### src/rtl/booth_seq_multiplier.sv
// Sequential radix-4 Booth multiplier: one Booth step per clock over a
// (WIDTH+2)-bit extended multiplier, signed or unsigned per operation.
module booth_seq_multiplier #(
    parameter int WIDTH = 32
) (
    input  logic               clk,
    input  logic               rst_n,
    input  logic               in_valid,
    output logic               in_ready,
    input  logic               in_signed,
    input  logic [WIDTH-1:0]   x,
    input  logic [WIDTH-1:0]   y,
    input  logic               abort,
    output logic               out_valid,
    input  logic               out_ready,
    output logic [2*WIDTH-1:0] product,
    output logic               busy
);

    localparam int ITER = WIDTH / 2 + 1;
    localparam int AW   = WIDTH + 3;
    localparam int MW   = WIDTH + 2;
    localparam int CW   = $clog2(ITER + 1);

    generate
        if ((WIDTH % 2) != 0 || WIDTH < 4) begin : g_width_check
            $error("booth_seq_multiplier: WIDTH must be even and >= 4");
        end
    endgenerate

    typedef enum logic [1:0] {
        S_IDLE,
        S_BUSY,
        S_DONE
    } state_t;

    state_t               state_q, state_d;
    logic [AW-1:0]        x_q, x_d;
    logic [AW-1:0]        acc_q, acc_d;
    logic [MW-1:0]        mq_q, mq_d;
    logic                 prev_q, prev_d;
    logic [CW-1:0]        cnt_q, cnt_d;
    logic [2*WIDTH-1:0]   prod_q, prod_d;

    logic [2:0]           trip;
    logic [AW-1:0]        sel;
    logic [AW-1:0]        sum;

    always_ff @(posedge clk or negedge rst_n) begin
        if (!rst_n) begin
            state_q <= S_IDLE;
            x_q     <= '0;
            acc_q   <= '0;
            mq_q    <= '0;
            prev_q  <= 1'b0;
            cnt_q   <= '0;
            prod_q  <= '0;
        end else begin
            state_q <= state_d;
            x_q     <= x_d;
            acc_q   <= acc_d;
            mq_q    <= mq_d;
            prev_q  <= prev_d;
            cnt_q   <= cnt_d;
            prod_q  <= prod_d;
        end
    end

    // Booth digit select from {y[2i+1], y[2i], y[2i-1]}
    always_comb begin
        trip = {mq_q[1], mq_q[0], prev_q};
        sel  = '0;
        case (trip)
            3'b001, 3'b010: sel = x_q;
            3'b011:         sel = {x_q[AW-2:0], 1'b0};
            3'b100:         sel = -{x_q[AW-2:0], 1'b0};
            3'b101, 3'b110: sel = -x_q;
            default:        sel = '0;
        endcase
        sum = acc_q + sel;
    end

    always_comb begin
        state_d = state_q;
        x_d     = x_q;
        acc_d   = acc_q;
        mq_d    = mq_q;
        prev_d  = prev_q;
        cnt_d   = cnt_q;
        prod_d  = prod_q;
        case (state_q)
            S_IDLE: begin
                if (in_valid) begin
                    state_d = S_BUSY;
                    x_d     = in_signed ? {{3{x[WIDTH-1]}}, x} : {3'b000, x};
                    mq_d    = in_signed ? {{2{y[WIDTH-1]}}, y} : {2'b00, y};
                    acc_d   = '0;
                    prev_d  = 1'b0;
                    cnt_d   = '0;
                end
            end
            S_BUSY: begin
                if (abort) begin
                    state_d = S_IDLE;
                end else if (cnt_q == CW'(ITER)) begin
                    // all multiplier bits shifted out: low 2*WIDTH bits of {acc, mq}
                    prod_d  = {acc_q[WIDTH-3:0], mq_q};
                    state_d = S_DONE;
                end else begin
                    acc_d  = {{2{sum[AW-1]}}, sum[AW-1:2]};
                    mq_d   = {sum[1:0], mq_q[MW-1:2]};
                    prev_d = mq_q[1];
                    cnt_d  = cnt_q + 1'b1;
                end
            end
            S_DONE: begin
                if (abort || out_ready) begin
                    state_d = S_IDLE;
                end
            end
            default: state_d = S_IDLE;
        endcase
    end

    assign in_ready  = (state_q == S_IDLE);
    assign out_valid = (state_q == S_DONE);
    assign busy      = (state_q != S_IDLE);
    assign product   = prod_q;

endmodule

### config.mk
export PLATFORM = sky130hd
export DESIGN_NAME = booth_seq_multiplier
export DESIGN_NICKNAME = d
export VERILOG_FILES = /design/src/rtl/booth_seq_multiplier.sv
export SDC_FILE = /design/constraint.sdc
export NUM_CORES = 1
export LEC_CHECK = 0
export CORE_MARGIN = 3
export CORE_UTILIZATION = 45
export CTS_BUF_LIST = sky130_fd_sc_hd__clkbuf_8 sky130_fd_sc_hd__clkbuf_16
export DETAILED_ROUTE_END_ITERATION = 16
export DONT_BUFFER_PORTS = 1
export PLACE_DENSITY = 0.6
export SYNTH_ARGS = -nofsm -noshare
export SYNTH_HDL_FRONTEND = slang
export SYNTH_SLANG_ARGS = --single-unit
### constraint.sdc
create_clock -name clk -period 6.3 [get_ports clk]
set_input_delay 1.26 -clock clk [delete_from_list [all_inputs] [get_ports clk]]
set_output_delay 1.26 -clock clk [all_outputs]
set_load 0.02 [all_outputs]
==> results.cfg, run 1 <==
[clock_network]
clock_latency_ns = 0.44
numCtsBuffers = 17
postCtsSetupBuffers = 0
clk_pin_slew_worst_paths_ns = 0.08
cts_max_path_buffers = 2
h-tree-depth = 4
cts_sinks = 172
tritoncts = yes
cts_hold_buffers = 0
cts_root_buffer = clkbuf_16
ctsResizeCount = 0

[detailed_routing]
drt_iter0_drc = 829
first_pass_iters = 6
vias_per_cell = 5.99
antenna_left = 0
wirelength_um = 28100
drc = 0
wl_per_cell_um = 19.7
vias = 8549

[synth]
ys_seq_elements = 172
yosys.area.top_type_share_pct = 41.6
syn_inst = 1180
synth_edf_count = 0
syn_nets = 1288
synth_area_sq_um = 10300
yosysTopAreaCell = dfrtp_1
yosys_most_used_dff = dfrtp_1
postSynth.asyncResetShare_pct = 100
synth.avg_cell_area_sq_um = 8.76
synth_area_leaders = dfrtp_1 42%, mux2_2 6.9%, nand2_1 6.6%
yosysSeqAreaShare_pct = 41.6
yosysUniqueCellTypes = 68
ys_warn_count = 0

[timing]
finalWorstSetupSlack_ns = 1.26
setup_violations = 0
fin_tns_setup_ns = 0
finalCritPeriodShare_pct = 80.0
tightest_slew_ns = 1.05
rsz0062_at_grt = no
hold_viol_final = 0
drv_slew = 0
skew_ns = 0.0117
period_needed_ns = 5.04
max_slew_margin_pct = 29.4
fmax_mhz = 198

[floorplanning]
dieArea_sq_um = 24800
die_h_um = 158
num_io_pins = 137
core_area_sq_um = 22200
row_count = 54
initial_core_util_pct = 46.5
die_w_um = 158

[worst_setup_path]
reg2regPathDepth = 16
r2r_slack_ns = 1.26
worstSetupEndpointType = flip-flop
arrival_ns = 5.42
crit_type = flip-flop to flip-flop
start_kind = flip-flop
cp.required_ns = 6.68
crit-reg2reg-capture = acc_q[33]$_DFFE_PN0P_
worstReg2RegStart = x_q[4]$_DFFE_PN0P_
crit_fanout = 7

[global_routing]
grt_max_degree = 173
grt_overflow = 0
grt_pass1_wl_um = 45200
grt_pass1_vias = 8191
grt_usage_pct = 22.9
antenna_found_initial = 0

[run]
cap_viol_max_count = 0

[power]
leakage_nw = 5.01
peakVddDrop_v = 0.000197
p_per_area_nw_per_um2 = 444

[worst_hold_path]
holdPathEnd = acc_q[31]$_DFFE_PN0P_
worst_hold_path_type = flip-flop to flip-flop
min_from = acc_q[31]$_DFFE_PN0P_
min_path_cells = 2

[finish]
syn_to_final_growth_pct = 7.08
n_fill_cell = 2073
nets = 1242
n_antenna_cell = 0
drive_above_1_share_pct = 10.6
final_util_pct = 49.8

[outcome]
status = finished, final reports clean

[placed_design]
dp_hpwl_um = 19900
io_buffers = 0
routabilityCongestion = 0.950
place_ws_ns = 1.42
## cell usage in the layout (no fill, tap or decap), types with 7 or more instances in the layout
cell type / synthesis / layout
a22oi_1: 27 / 27
nor2_1: 119 / 119
and2_1: 7 / 7
xor2_1: 22 / 22
a31oi_1: 8 / 8
o22ai_1: 35 / 35
inv_1: 18 / 20
a21o_1: 8 / 8
nor2b_1: 10 / 10
o21ai_0: 102 / 102
or3_1: 12 / 11
nor4_1: 8 / 8
nand2_1: 183 / 181
o21bai_1: 7 / 7
a21oi_1: 58 / 58
dfrtp_1: 172 / 172
nand4_1: 9 / 9
clkbuf_16: 0 / 17
xnor2_1: 45 / 45
mux2_2: 63 / 63
buf_4: 0 / 13
ha_1: 37 / 37
a221oi_1: 10 / 10
nor3_1: 16 / 16
nand3_1: 39 / 39
nand2b_1: 9 / 9
## synthesized netlist by cell type, drive strengths merged, types with 2 or more instances
cell type and instances:
o21ai 103, xnor2 45, a221oi 10, o211ai 3, mux2i 3, or4 5, nor2b 10, nand4 9
or3b 2, nor3 17, a22o 2, inv 18, ha 37, a311oi 3, nand3b 3, a31oi 8
o22ai 35, dfrtp 172, nand2 183, nor4 10, clkbuf 68, nand2b 9, and3 4, xor2 22
o21a 4, or2 3, o21bai 7, a211oi 6, nor2 119, a211o 3, a21o 8, a22oi 27
buf 10, and2 8, mux2 63, a21oi 58, or3 12, nand3 39, o311ai 6, o31ai 6
## power by group
part	switching (W)	internal, W	leakage [nW]	total [W]
Sequential	0.000256	0.00129	2.22	0.00155
Clock	0.000498	0.000561	0.287	0.00106
Combinational	0.00140	0.000904	2.50	0.00230
Total	0.00215	0.00276	5.01	0.00491
## worst max-delay path by stage
stage                        start                     to  slack, ns
6_report        x_q[4]$_DFFE_PN0P_  acc_q[33]$_DFFE_PN0P_       1.26
5_1_grt         x_q[3]$_DFFE_PN0P_  acc_q[33]$_DFFE_PN0P_       1.04
4_1_cts         x_q[4]$_DFFE_PN0P_  acc_q[33]$_DFFE_PN0P_       1.41
3_5_place_dp    x_q[4]$_DFFE_PN0P_  acc_q[33]$_DFFE_PN0P_       1.42
3_3_place_gp    x_q[3]$_DFFE_PN0P_  acc_q[33]$_DFFE_PN0P_       1.46
2_1_floorplan  x_q[13]$_DFFE_PN0P_  acc_q[33]$_DFFE_PN0P_       2.01
## logic make-up (layout without fill, tap and decap cells)
family | Yosys count | count (layout) | synth area share (%)
buf+inv | 97 | 64 | 3.64
flops | 172 | 172 | 41.6
xor+xnor | 67 | 67 | 5.68
compound gates | 301 | 301 | 17.9
fa+ha+maj | 38 | 38 | 4.67
simple gates | 439 | 439 | 19.3
mux | 66 | 66 | 7.15
## through the flow
step / instance area [sq um] / instances / power [W] / hold slack, ns
2_1_floorplan: 10300 / 1180 / 0.00325 / 0.456
3_3_place_gp: 10500 / 1395 / 0.00381 / 0.474
3_5_place_dp: 10500 / 1395 / 0.00383 / 0.483
4_1_cts: 11100 / 1427 / 0.00491 / 0.498
5_1_grt: 11100 / 1427 / 0.00530 / 0.487
6_report: 11100 / 1427 / 0.00491 / 0.496
## registers in the layout, indices dropped and copies added (netlist names)
register  cells
acc_q        33
cnt_q         5
mq_q         34
prev_q        1
product      64
state_q       2
x_q          33
## critical path, stage by stage (launching register included)
cell	delay [ns]
dfrtp_1	0.47
nor3_1	0.40
and3_1	0.42
nand2_1	0.18
or3_1	0.38
nand2_1	0.10
xnor2_1	0.16
a22oi_1	0.12
o21ai_0	0.41
ha_1	0.40
a21oi_1	0.30
o21ai_0	0.17
nor3_1	0.43
a211oi_1	0.16
or3b_2	0.51
a211o_1	0.30
nand3_1	0.07
## layer usage
metal | wire length, um | GRT usage (%)
met1 | 13700 | 34.4
met2 | 12100 | 33.7
met3 | 1910 | 4.67
met4 | 487 | 6.40
met5 | 0 | 0
## area by class of cell
cell class / instances / area [sq um] / area share [%]
Clock buffer: 17 / 425 / 3.84
Clock inverter: 15 / 158 / 1.42
Inverter: 19 / 71.3 / 0.644
Multi-Input combinational cell: 911 / 5660 / 51.2
Sequential cell: 172 / 4300 / 38.9
Tap cell: 280 / 350 / 3.16
Timing Repair Buffer: 13 / 97.6 / 0.882
Power figures use the tool's default switching activity.
==> run 2, diff against run 1 <==
clock period = 4.7 ns   (was 6.3 ns; I/O delays follow)
==> run 2 against run 1 <==
  * Clock-buffer cell count unchanged
  * Sequential share of layout area shrank 2.5 points
  * Core utilization grew 3.5 points
  * Critical endpoint is now acc_q[29]$_DFFE_PN0P_
  * Register-to-register slack lost 1.1 ns
  * Largest cell class unchanged
  * Critical path type unchanged
  * Wire length up 1.2%
  * Clock power is 41% higher
  * Worst setup slack worse by 1.1 ns
  * Clock skew shrank 0.0014 ns
  * Cell area rose by 7.0%
==> results.cfg, run 2 (synthesis gave the netlist of run 1 again) <==
[worst_setup_path]
crit_type = flip-flop to flip-flop
cp_num_buf_inv = 1
slowest_stage = or4_4
arrival_ns = 4.86
cp_cell_sequence = or4_4 > nor2_1 > nand4_1 > nand2_1 > xor2_1 > nor2_1 > a21oi_1 > o21ai_0 > ha_1 > buf_4 > a21oi_1 > o21ai_0 > a21oi_1 > o21ai_0 > nor4_1 > a22oi_1 > xnor2_1 > o21ai_0
start_kind = flip-flop
cp.required_ns = 5.01
worst_path_most_repeated_cell = o21ai_0
cpLargestDelayFamily = simple AND/OR/NAND/NOR gates
worstSetupEndpointType = flip-flop
crit_fanout = 7
critPathMaxStageDelay_ns = 0.58

[timing]
fin_tns_setup_ns = 0
period_needed_ns = 4.56
drv_slew = 0
hold_viol_final = 0
skew_ns = 0.0103
max_slew_margin_pct = 34.7
fmax_mhz = 219
tightest_slew_ns = 0.976
holdWs_ns = 0.186
setup_violations = 0
finalCritPeriodShare_pct = 96.9

[clock_network]
cts_max_path_buffers = 2
cts_hold_buffers = 0
tritoncts = yes
clock_latency_ns = 0.44
cts_sinks = 172
numCtsBuffers = 17
clk_pin_slew_worst_paths_ns = 0.08
h-tree-depth = 4
cts_root_buffer = clkbuf_16

[placed_design]
dp_hpwl_um = 20600
io_buffers = 0
dpl_cell_area_sq_um = 11100
routabilityCongestion = 0.971

[global_routing]
grt_pass1_wl_um = 45700
grt_pass1_vias = 8401
grt_usage_pct = 23.3
grt_overflow = 0
antenna_found_initial = 1
grt_max_degree = 173

[floorplanning]
dieArea_sq_um = 24800
num_io_pins = 137
die_h_um = 158
initial_core_util_pct = 46.5
core_area_sq_um = 22200
row_count = 54
die_w_um = 158

[detailed_routing]
vias = 8790
wirelength_um = 28500
first_pass_iters = 5
wl_per_cell_um = 18.9
drt_iter0_drc = 752
drc = 0
vias_per_cell = 5.83
antenna_left = 0

[power]
p_per_area_nw_per_um2 = 604
power_w = 0.00715
peakVddDrop_v = 0.000334
leakage_nw = 5.45

[finish]
finalInstanceArea_sq_um = 11800
syn_to_final_growth_pct = 14.6
largest_reg_flops = 64
final_cell_mix = 181 x nand2_1, 170 x dfrtp_1, 118 x nor2_1, 98 x o21ai_0, 93 x buf_4
final_util_pct = 53.3
nets = 1324
drive_above_1_share_pct = 18.2
layout_commonest_cell = nand2_1
n_antenna_cell = 0

[worst_hold_path]
worst_hold_path_type = input pin to async pin

[run]
cap_viol_max_count = 0

[outcome]
status = finished, final reports clean
run 2: cell types whose count changed in the layout (fill, tap and decap cells not counted), moves of 3 or more:
cell | before | now
buf_4 | 13 | 93
o21ai_0 | 102 | 98
ha_1 | 37 | 34
clkinv_8 | 1 | 4
o21ai_1 | 1 | 4
run 2: final cells by class:
type | count | area, sq um
clock buffers | 17 | 425
clock inverters | 15 | 196
fillers | 2070 | 10400
inverters | 19 | 71.3
multi-input cells | 911 | 5760
flip-flops and latches | 172 | 4310
well taps | 280 | 350
repair buffers | 95 | 738
run 2: per-stage QoR:
step	setup WS, ns	cells
finish	0.144	1509
global route	-0.0488	1509
CTS	0.115	1503
detailed placement	0.181	1471
global placement	0.242	1471
floorplan	0.411	1180
run 2: final timing paths:
check | start | to | slack, ns | depth (start not counted)
setup / recovery | x_q[15]$_DFFE_PN0P_ | acc_q[29]$_DFFE_PN0P_ | 0.14 | 18
hold / removal | rst_n | product[25]$_DFFE_PN0P_ | 0.19 | 0
setup reg to reg | x_q[15]$_DFFE_PN0P_ | acc_q[29]$_DFFE_PN0P_ | 0.14 | 18
hold reg to reg | acc_q[31]$_DFFE_PN0P_ | acc_q[31]$_DFFE_PN0P_ | 0.49 | 2
max in group asynchronous | rst_n | x_q[15]$_DFFE_PN0P_ | 4.31 | 0
min in group clk | acc_q[31]$_DFFE_PN0P_ | acc_q[31]$_DFFE_PN0P_ | 0.49 | 2
run 2: repair_timing:
item | CTS | global route
setup buffers | 0 | 6
endpoints found under the setup margin | 0 | 12
resized for setup | 0 | 25
run 2: metal layers:
metal,wire length (um),GRT usage [%],vias to the layer above
met4,403,6.28,2
met1,13700,34.4,4247
li1,-,-,4267
met2,12800,35.0,242
met5,12,0,-
met3,1530,4.54,32
run 2: report_power, final:
part,switching (W),total [W],internal (W)
registers,0.000293,0.00203,0.00173
clock network,0.000713,0.00149,0.000772
logic,0.00203,0.00364,0.00161
total,0.00304,0.00715,0.00411
==> run 3, diff against run 2 <==
CORE_UTILIZATION = 52   (was 45)
PLACE_DENSITY = not set   (was 0.6)
PLACE_DENSITY_LB_ADDON = 0.12   (was not set)
SKIP_CTS_REPAIR_TIMING = 1   (was not set)
==> run 3 against run 2 <==
  * Total power shrank 3.3%
  * Clock-buffer cell count grew 1
  * Final cell count shrank 3.2%
  * Sequential power is essentially flat
  * Hold slack gained 0.0035 ns
  * Highest routed layer unchanged
==> results.cfg, run 3 (synthesis gave the netlist of run 1 again) <==
[outcome]
status = finished, final reports clean

[finish]
finalNonFillerCells = 1461
syn_to_final_growth_pct = 11.7
n_antenna_cell = 0
layout_commonest_cell = nand2_1
drive_above_1_share_pct = 15.7
nets = 1296
final_cell_mix = 181 x nand2_1, 172 x dfrtp_1, 119 x nor2_1, 99 x o21ai_0, 66 x buf_4
largest_reg_flops = 64
n_fill_cell = 1758

[detailed_routing]
wl_per_cell_um = 18.7
antenna_left = 0
vias = 8791
vias_per_cell = 6.02
first_pass_iters = 6
drc = 0
wirelength_um = 27400
drt_iter0_drc = 804

[timing]
period_needed_ns = 4.46
setup_violations = 0
drv_slew = 0
hold_viol_final = 0
skew_ns = 0.0135
finalCritPeriodShare_pct = 94.9
max_slew_margin_pct = 27.8
fin_tns_setup_ns = 0
rsz0062_at_grt = yes
tightest_slew_ns = 1.07
fmax_mhz = 224

[placed_design]
routabilityCongestion = 0.944
io_buffers = 0
dp_hpwl_um = 19500
placedCellCount = 1427

[worst_setup_path]
crit_type = flip-flop to flip-flop
crit-reg2reg-capture = acc_q[33]$_DFFE_PN0P_
r2r_slack_ns = 0.24
worstReg2RegStart = x_q[16]$_DFFE_PN0P_
cp.required_ns = 5.07
crit_fanout = 7
reg2regPathDepth = 15
start_kind = flip-flop
worstSetupEndpointType = flip-flop
arrival_ns = 4.83

[floorplanning]
initial_core_util_pct = 54.0
die_h_um = 147
num_io_pins = 137
core_area_sq_um = 19100
row_count = 50
die_w_um = 147
dieArea_sq_um = 21600

[clock_network]
cts_sinks = 172
cts_max_path_buffers = 2
cts_root_buffer = clkbuf_16
numCtsBuffers = 17
h-tree-depth = 4
tritoncts = yes
clock_latency_ns = 0.44
clk_pin_slew_worst_paths_ns = 0.08

[power]
p_per_area_nw_per_um2 = 600
leakage_nw = 5.29
peakVddDrop_v = 0.000335

[global_routing]
grt_usage_pct = 25.2
grt_overflow = 0
antenna_found_initial = 1
grt_max_degree = 173
grt_pass1_vias = 8398
grt_pass1_wl_um = 44300

[run]
cap_viol_max_count = 0

[worst_hold_path]
worst_hold_path_type = input pin to async pin
==> run 3: final cells by class <==
| cell class | instances | area [sq um] | share of cell area, % |
|---|---|---|---|
| multi-input combinational | 911 | 5720 | 49.5 |
| clock inverter | 14 | 169 | 1.46 |
| tap | 260 | 325 | 2.82 |
| inverter | 19 | 71.3 | 0.618 |
| clock buffer | 18 | 439 | 3.80 |
| sequential | 172 | 4300 | 37.3 |
| timing repair buffer | 67 | 515 | 4.47 |
==> run 3: how the worst max path moves through the flow <==
stage                              startpoint                    end  slack, ns  cells after the start
final                     x_q[16]$_DFFE_PN0P_  acc_q[33]$_DFFE_PN0P_       0.24                     15
after global routing      x_q[16]$_DFFE_PN0P_  acc_q[33]$_DFFE_PN0P_      -0.05                     16
after CTS                  x_q[9]$_DFFE_PN0P_  acc_q[31]$_DFFE_PN0P_       0.20                     18
after detailed placement   x_q[9]$_DFFE_PN0P_  acc_q[31]$_DFFE_PN0P_       0.22                     18
after global placement     x_q[9]$_DFFE_PN0P_  acc_q[31]$_DFFE_PN0P_       0.27                     18
after floorplan           x_q[13]$_DFFE_PN0P_  acc_q[33]$_DFFE_PN0P_       0.41                     18
==> run 3: power breakdown <==
part / internal (W) / switching, W / total [W]
logic: 0.00145 / 0.00200 / 0.00345
clock network: 0.000734 / 0.000703 / 0.00144
registers: 0.00173 / 0.000298 / 0.00203
==> run 3: metrics by stage <==
step           area (sq um)  setup WS [ns]  total power [W]  utilization (%)  hold slack [ns]
6_report              11500          0.239          0.00692             60.3            0.190
5_1_grt               11500        -0.0537          0.00740             60.3            0.167
4_1_cts               11500          0.205          0.00683             59.9            0.179
3_5_place_dp          10900          0.215          0.00538             56.8            0.505
3_3_place_gp          10900          0.275          0.00534             56.8            0.479
2_1_floorplan         10300          0.411          0.00436                -            0.456
==> run 3: metal layers <==
layer | part of all wire, % | routed length [um] | GRT usage, % | vias to the layer above
met5 | 0.058 | 16 | 0 | -
met4 | 1.4 | 396 | 7.36 | 2
met3 | 5.8 | 1600 | 4.63 | 36
met2 | 46 | 12600 | 38.9 | 286
met1 | 47 | 12700 | 36.4 | 4255
li1 | - | - | - | 4212
==> run 3: worst max-delay path: stages, from the launching register on <==
cell and delay (ns):
dfrtp_1 0.43, or4_4 0.58, nor4b_4 0.38, nand3_1 0.29
o21ai_0 0.36, xnor2_1 0.15, a221oi_1 0.30, a31oi_1 0.07
ha_1 0.39, and3_1 0.26, nand4_1 0.13, or3_1 0.13
o211ai_1 0.09, or3b_2 0.47, a211o_1 0.30, nand3_1 0.08
